`src/rtl/enc_msg_pkg.sv`:
```
// Host-link message encoder: event indices, protocol byte codes and the encode helper
// shared by the encoder top and its bench-facing users.
package enc_msg_pkg;

    localparam int NUM_EVT   = 9;
    localparam int EVT_IDX_W = 4;

    localparam int EVT_TURN        = 0;
    localparam int EVT_DRAW        = 1;
    localparam int EVT_RESIGN      = 2;
    localparam int EVT_RESET_DONE  = 3;
    localparam int EVT_OFFSET_DONE = 4;
    localparam int EVT_MOVE        = 5;
    localparam int EVT_SCAN_L      = 6;
    localparam int EVT_SCAN_R      = 7;
    localparam int EVT_NEWGAME     = 8;

    localparam logic [7:0] MSG_TURN        = 8'h00;
    localparam logic [7:0] MSG_DRAW        = 8'h10;
    localparam logic [7:0] MSG_RESIGN      = 8'h20;
    localparam logic [7:0] MSG_RESET_DONE  = 8'h7F;
    localparam logic [7:0] MSG_OFFSET_DONE = 8'h79;

    localparam logic [1:0] PFX_MOVE    = 2'b01;
    localparam logic [2:0] PFX_SCAN_L  = 3'b101;
    localparam logic [2:0] PFX_SCAN_R  = 3'b100;
    localparam logic [1:0] PFX_NEWGAME = 2'b11;

    typedef logic [EVT_IDX_W-1:0] evt_idx_t;
    typedef logic [NUM_EVT-1:0]   evt_vec_t;

    typedef struct packed {
        logic [2:0] move_sq;
        logic [4:0] pieces;
        logic [2:0] black;
        logic [2:0] white;
    } enc_payload_t;

    function automatic logic [7:0] enc_msg(input evt_idx_t idx, input enc_payload_t pl);
        logic [7:0] m;
        case (int'(idx))
            EVT_TURN:        m = MSG_TURN;
            EVT_DRAW:        m = MSG_DRAW;
            EVT_RESIGN:      m = MSG_RESIGN;
            EVT_RESET_DONE:  m = MSG_RESET_DONE;
            EVT_OFFSET_DONE: m = MSG_OFFSET_DONE;
            EVT_MOVE:        m = {PFX_MOVE, pl.move_sq, 3'b000};
            EVT_SCAN_L:      m = {PFX_SCAN_L, pl.pieces};
            EVT_SCAN_R:      m = {PFX_SCAN_R, pl.pieces};
            default:         m = {PFX_NEWGAME, pl.black, pl.white};
        endcase
        return m;
    endfunction

endpackage

```
`src/rtl/enc_fifo.sv`:
```
// First-word-fall-through synchronous FIFO with occupancy count; read data is
// forced to zero while empty so the head byte never shows stale storage.
module enc_fifo #(
    parameter int WIDTH = 8,
    parameter int DEPTH = 8
) (
    input  logic                       clk,
    input  logic                       rst,
    input  logic                       wr_en,
    input  logic [WIDTH-1:0]           wr_data,
    input  logic                       rd_en,
    output logic [WIDTH-1:0]           rd_data,
    output logic                       empty,
    output logic                       full,
    output logic [$clog2(DEPTH):0]     count
);
    localparam int AW = $clog2(DEPTH);
    localparam int CW = AW + 1;

    logic [WIDTH-1:0] mem [DEPTH];
    logic [AW-1:0]    wr_ptr, rd_ptr;
    logic [CW-1:0]    cnt;
    logic             do_wr, do_rd;

    assign empty = (cnt == '0);
    assign full  = (cnt == CW'(DEPTH));
    // full blocks the write even when a read happens in the same cycle
    assign do_wr = wr_en & ~full;
    assign do_rd = rd_en & ~empty;

    always_ff @(posedge clk or posedge rst) begin
        if (rst) begin
            wr_ptr <= '0;
            rd_ptr <= '0;
            cnt    <= '0;
        end else begin
            if (do_wr) wr_ptr <= wr_ptr + 1'b1;
            if (do_rd) rd_ptr <= rd_ptr + 1'b1;
            case ({do_wr, do_rd})
                2'b10:   cnt <= cnt + 1'b1;
                2'b01:   cnt <= cnt - 1'b1;
                default: cnt <= cnt;
            endcase
        end
    end

    always_ff @(posedge clk) begin
        if (do_wr) mem[wr_ptr] <= wr_data;
    end

    assign rd_data = empty ? '0 : mem[rd_ptr];
    assign count   = cnt;

endmodule

```
`src/rtl/msg_encoder_fifo.sv`:
```
// Event-to-host-byte encoder: sticky edge-captured requests, one grant per cycle into
// a FWFT queue. Define ENC_OVF_COUNT_EN to build the saturating merge counter.
module msg_encoder_fifo
    import enc_msg_pkg::*;
#(
    parameter int FIFO_DEPTH = 8,
    parameter int PRIO_MODE  = 0
) (
    input  logic                          clk,
    input  logic                          reset,
    input  logic [8:0]                    evt,
    input  logic [2:0]                    move_sq,
    input  logic [4:0]                    pieces,
    input  logic [2:0]                    black_setting,
    input  logic [2:0]                    white_setting,
    output logic [7:0]                    tx_data,
    output logic                          tx_valid,
    input  logic                          tx_ready,
    output logic [8:0]                    pending,
    output logic [$clog2(FIFO_DEPTH):0]   fifo_count,
    output logic                          ovf,
    output logic [7:0]                    ovf_count,
    output logic [7:0]                    ledg,
    output logic                          ledr
);
    localparam evt_idx_t LAST_IDX = evt_idx_t'(NUM_EVT - 1);

    evt_vec_t     evt_prev, rise, pending_q, grant, merge;
    enc_payload_t pl_q;
    evt_idx_t     grant_idx, rr_ptr, scan;
    logic         found, push, fifo_full, fifo_empty;
    logic [7:0]   push_data;

    assign rise  = evt & ~evt_prev;
    assign push  = (|pending_q) & ~fifo_full;
    assign grant = push ? (evt_vec_t'(1) << grant_idx) : '0;
    // a fresh rise on a request still waiting (and not granted now) collapses into it
    assign merge = rise & pending_q & ~grant;

    // Scan all indices once, starting at 0 (fixed) or just past the last grant (round-robin).
    always_comb begin
        grant_idx = '0;
        found     = 1'b0;
        scan      = (PRIO_MODE == 1 && rr_ptr != LAST_IDX) ? rr_ptr + 1'b1 : '0;
        for (int k = 0; k < NUM_EVT; k++) begin
            if (!found && pending_q[scan]) begin
                found     = 1'b1;
                grant_idx = scan;
            end
            scan = (scan == LAST_IDX) ? '0 : scan + 1'b1;
        end
    end

    always_ff @(posedge clk or posedge reset) begin
        if (reset) begin
            evt_prev  <= '0;
            pending_q <= '0;
            pl_q      <= '0;
            ovf       <= 1'b0;
            rr_ptr    <= LAST_IDX;
        end else begin
            evt_prev  <= evt;
            pending_q <= (pending_q & ~grant) | rise;
            if (|merge) ovf <= 1'b1;
            if (push)   rr_ptr <= grant_idx;
            if (rise[EVT_MOVE]) pl_q.move_sq <= move_sq;
            if (rise[EVT_SCAN_L] | rise[EVT_SCAN_R]) pl_q.pieces <= pieces;
            if (rise[EVT_NEWGAME]) begin
                pl_q.black <= black_setting;
                pl_q.white <= white_setting;
            end
        end
    end

`ifdef ENC_OVF_COUNT_EN
    logic [7:0] ovf_cnt_q;
    logic [8:0] ovf_sum;

    assign ovf_sum = {1'b0, ovf_cnt_q} + 9'($countones(merge));

    always_ff @(posedge clk or posedge reset) begin
        if (reset) ovf_cnt_q <= '0;
        else       ovf_cnt_q <= ovf_sum[8] ? 8'hFF : ovf_sum[7:0];
    end

    assign ovf_count = ovf_cnt_q;
`else
    assign ovf_count = '0;
`endif

    assign push_data = enc_msg(grant_idx, pl_q);

    enc_fifo #(
        .WIDTH (8),
        .DEPTH (FIFO_DEPTH)
    ) u_fifo (
        .clk     (clk),
        .rst     (reset),
        .wr_en   (push),
        .wr_data (push_data),
        .rd_en   (tx_ready),
        .rd_data (tx_data),
        .empty   (fifo_empty),
        .full    (fifo_full),
        .count   (fifo_count)
    );

    assign tx_valid = ~fifo_empty;
    assign pending  = pending_q;
    assign ledg     = tx_data;
    assign ledr     = tx_valid;

endmodule

```
`config.mk`:
```
export PLATFORM = sky130hd
export DESIGN_NAME = msg_encoder_fifo
export DESIGN_NICKNAME = d
export VERILOG_FILES = /design/src/rtl/enc_msg_pkg.sv /design/src/rtl/enc_fifo.sv /design/src/rtl/msg_encoder_fifo.sv
export SDC_FILE = /design/constraint.sdc
export NUM_CORES = 1
export LEC_CHECK = 0
export CAP_MARGIN = 15
export CORE_UTILIZATION = 40
export CTS_CLUSTER_DIAMETER = 40
export DETAILED_ROUTE_END_ITERATION = 6
export PLACE_DENSITY = 0.71
export SYNTH_ARGS = -nofsm -noshare
export SYNTH_HDL_FRONTEND = slang
export SYNTH_SLANG_ARGS = --single-unit
```
`constraint.sdc`:
```
create_clock -name clk -period 5.1 [get_ports clk]
set_input_delay 1.275 -clock clk [delete_from_list [all_inputs] [get_ports clk]]
set_output_delay 1.275 -clock clk [all_outputs]
set_load 0.05 [all_outputs]
```
==> results.rst <==
.. list-table::
   :header-rows: 1

   * - Metric
     - Value
   * - Number of inserted filler cells in the final layout
     - 996
   * - Count of antenna-violating nets left after detailed routing
     - 0
   * - TritonCTS clock tree
     - built
   * - Number of enable-type register cells in the synthesized netlist
     - 64
   * - Fraction of layout cells with a size suffix above 1
     - 17.3%
   * - Standard cell with the maximum stage delay on the critical path
     - clkdlybuf4s50_1
   * - Final HPWL DP
     - 6020 um
   * - RSZ-0062 raised after global routing
     - false
   * - Initial core utilization
     - 41.0%
   * - Gr ovfl total
     - 0
   * - Number of rows in the core area
     - 39
   * - Cell area after synthesis
     - 4680 um^2
   * - Synthesized-area fraction occupied by and/or/nand/nor cells
     - 8.36%
   * - Cell area power density
     - 681 nW/um^2
   * - CTS root buffer
     - clkbuf_16
   * - Core area
     - 11400 um^2
   * - Post-route minimum period
     - 4090 ps
   * - Largest stage delay, worst path
     - 730 ps
   * - Number of setup violations in the final report
     - 0
   * - Via count of the first global-routing pass
     - 2696
   * - Number of storage elements in the synthesis netlist
     - 107
   * - Total via count after detailed routing
     - 2709
   * - Post-synth cell types
     - 52
   * - Number of setup buffers added after CTS
     - 0
   * - Biggest area contributors in the synthesized netlist
     - edfxtp_1 41%, dfrtp_1 23%, mux4_2 7.7%
   * - Post-place setup slack
     - 1340 ps
   * - Maximum vdd ir drop
     - 0.572 mV
   * - Router iterations before antenna repair
     - 4
   * - Top-level I/O count
     - 66
   * - Most frequent cells in the layout
     - 64 x edfxtp_1, 57 x clkdlybuf4s50_1, 43 x dfrtp_1
   * - Wire length of the first global-routing pass
     - 13800 um
   * - Post-synth top flop
     - edfxtp_1
   * - Depth of the CTS H-tree
     - 3
   * - Clock transition at path regs
     - 70 ps
   * - Initial antenna violation count
     - 0
   * - Hold crit path type
     - flip-flop to flip-flop
   * - Clock Skew
     - 9.89 ps
   * - Achievable Freq
     - 245 MHz
   * - Die Ht
     - 110 um
   * - Overall power
     - 3820 uW
   * - Post-CTS Resized
     - 0
   * - Number of max-slew violations in the final report
     - 0
   * - Via density per instance
     - 5.28
   * - Worst setup path class
     - flip-flop to output pin
   * - Dominant cell type by area after synthesis
     - edfxtp_1
   * - DRC violation count after routing
     - 0
   * - Average detailed-routed wire length per instance
     - 16.9 um
   * - Slew at the pin closest to its max-slew limit
     - 974 ps
   * - Nature of the critical path startpoint
     - flip-flop
   * - CP required
     - 3830 ps
   * - Share of the clock period used by the worst path after layout
     - 80.2%
   * - Main combinational cell family by area after synthesis
     - multiplexers
   * - Synthesized-area fraction occupied by ao, oa, aoi and oai cells
     - 5.50%
   * - Endpoint kind of the worst setup timing path
     - output pin
   * - Longest Clk Path Bufs
     - 2
   * - Slew headroom
     - 34.8%
   * - Area added between synthesis and finish
     - 19.7%
   * - Post-Synth XOR/XNOR Area
     - 1.31%
   * - Smallest setup slack after layout
     - 1010 ps
   * - Most frequent standard cell in the layout excluding fill and tap cells
     - edfxtp_1
   * - Overall Global Routing Usage
     - 15.7%
   * - Register area share after synthesis
     - 64.0%
   * - Number of sinks driven by the clock tree
     - 107
   * - Post-cts hold buffer count
     - 0
   * - Synth Area in Adders
     - 1.76%
   * - Leakage dissipation
     - 0.00216 uW
   * - Quantity of I/O buffers inserted on ports
     - 57
   * - Data arrival time of the critical path
     - 2810 ps
   * - Number of max-cap violations
     - 0
   * - Gate count after technology mapping
     - 315
   * - Final wirelength
     - 8660 um
   * - Global placement routability congestion
     - 0.812
   * - Total negative slack
     - 0 ps
   * - Cell Count Post-Placement
     - 497
   * - Post-synth top area share
     - 41.0%
   * - Chip width
     - 110 um
   * - Number of hold-slack violations in the final timing report
     - 0
   * - Skew-Pair Late Insertion Delay
     - 340 ps
   * - Async set-or-reset flop fraction in the synthesized netlist
     - 40.2%
   * - Mean cell area of the mapped netlist
     - 14.9 um^2
   * - Final antenna diode count
     - 0
   * - Number of nets in the final layout
     - 397
   * - Fin cells
     - 513
   * - Ys Warns
     - 0
   * - Die outline area
     - 12100 um^2
   * - Pin count of the biggest net entering global routing
     - 44
   * - Fraction of synthesized area in multiplexers
     - 13.3%
   * - Outcome
     - finished clean
   * - Starting DRC count in detailed routing
     - 151
   * - Setup slack of the worst register-to-register path
     - 2180 ps
   * - Critical path fanouts, max
     - 10
   * - Cell-by-cell listing of the critical path
     - buf_4 -> mux4_2 -> mux2i_1 -> nor2_1 -> clkdlybuf4s50_1
   * - CTS buffer count
     - 9
layout make-up:
class                      instances  area (um^2)  area share, %
clock inverter                     7         91.3           1.63
timing repair buffer              59          586           10.4
inverter                          19         71.3           1.27
tap                              143          179           3.19
clock buffer                       9          225           4.02
multi-input combinational        169         1460           26.0
sequential                       107         3000           53.5
cell usage after synthesis (all sizes together), types with 2 or more instances:
library cell and instances:
a21o 2, a21oi 4, a221o 4, a31oi 3, and3 2, buf 26, dfrtp 43, edfxtp 64
ha 5, inv 19, mux2 15, mux2i 9, mux4 16, nand2 19, nand2b 5, nand3b 2
nor2 24, nor3 6, nor4 3, o21ai 10, o22ai 3, or2 3, or3 2, xnor2 4
xor2 3
state kept, by name (all words and copies together), names as in the netlist:
signal	count
u_fifo.mem	64
pl_q	14
evt_prev	9
pending	9
u_fifo.count	4
u_fifo.rd_ptr	3
u_fifo.wr_ptr	3
ovf	1
power by group:
group	total, uW	leakage [uW]	switching (uW)	internal (uW)
clock	718	0.000157	324	395
combinational	1700	0.000921	1060	639
sequential	1400	0.00109	201	1200
total	3820	0.00216	1590	2230
worst max-delay path, delay by kind of cell (launching register included):
family | cells | cell delay [ps]
and+or+nand+nor | 1 | 70
buffers and inverters | 2 | 1050
muxes | 2 | 650
DFF | 1 | 690
through the flow:
step                      utilization (%)  hold slack, ps  instance area [um^2]
final                                49.1             447                  5610
after global routing                 49.1             477                  5610
after CTS                            49.1             451                  5610
after detailed placement             46.3             440                  5290
after global placement               46.3             426                  5290
after floorplan                         -             415                  4710
metal layers:
metal	up-vias	global-route usage, %	wire (um)
met1	1367	19.5	3780
met4	0	4.61	114
met5	-	0	0
met2	101	27.3	4340
met3	11	3.76	430
li1	1230	-	-
path summary, 6_finish.rpt:
check	start	to	cells past startpoint
worst max-delay path	u_fifo.rd_ptr[0]	tx_data[7]	5
worst min-delay path	evt_prev[1]	pending[1]	1
worst max register to register	pending[0]	u_fifo.count[3]	11
worst min register to register	evt_prev[1]	pending[1]	1
max in group asynchronous	reset	pl_q[2]	3
min in group asynchronous	reset	evt_prev[5]	3
cell families (layout without fill, tap and decap cells):
kind of cell,Yosys count,after routing
AOI/OAI and AO/OA,36,36
xor gates and xnor gates,7,7
adders and majority gates,6,6
buffers and inverters,46,94
DFF,107,107
muxes,40,40
other,1,8
and+or+nand+nor,72,72
Note: power is estimated with default switching activity, not from simulation.
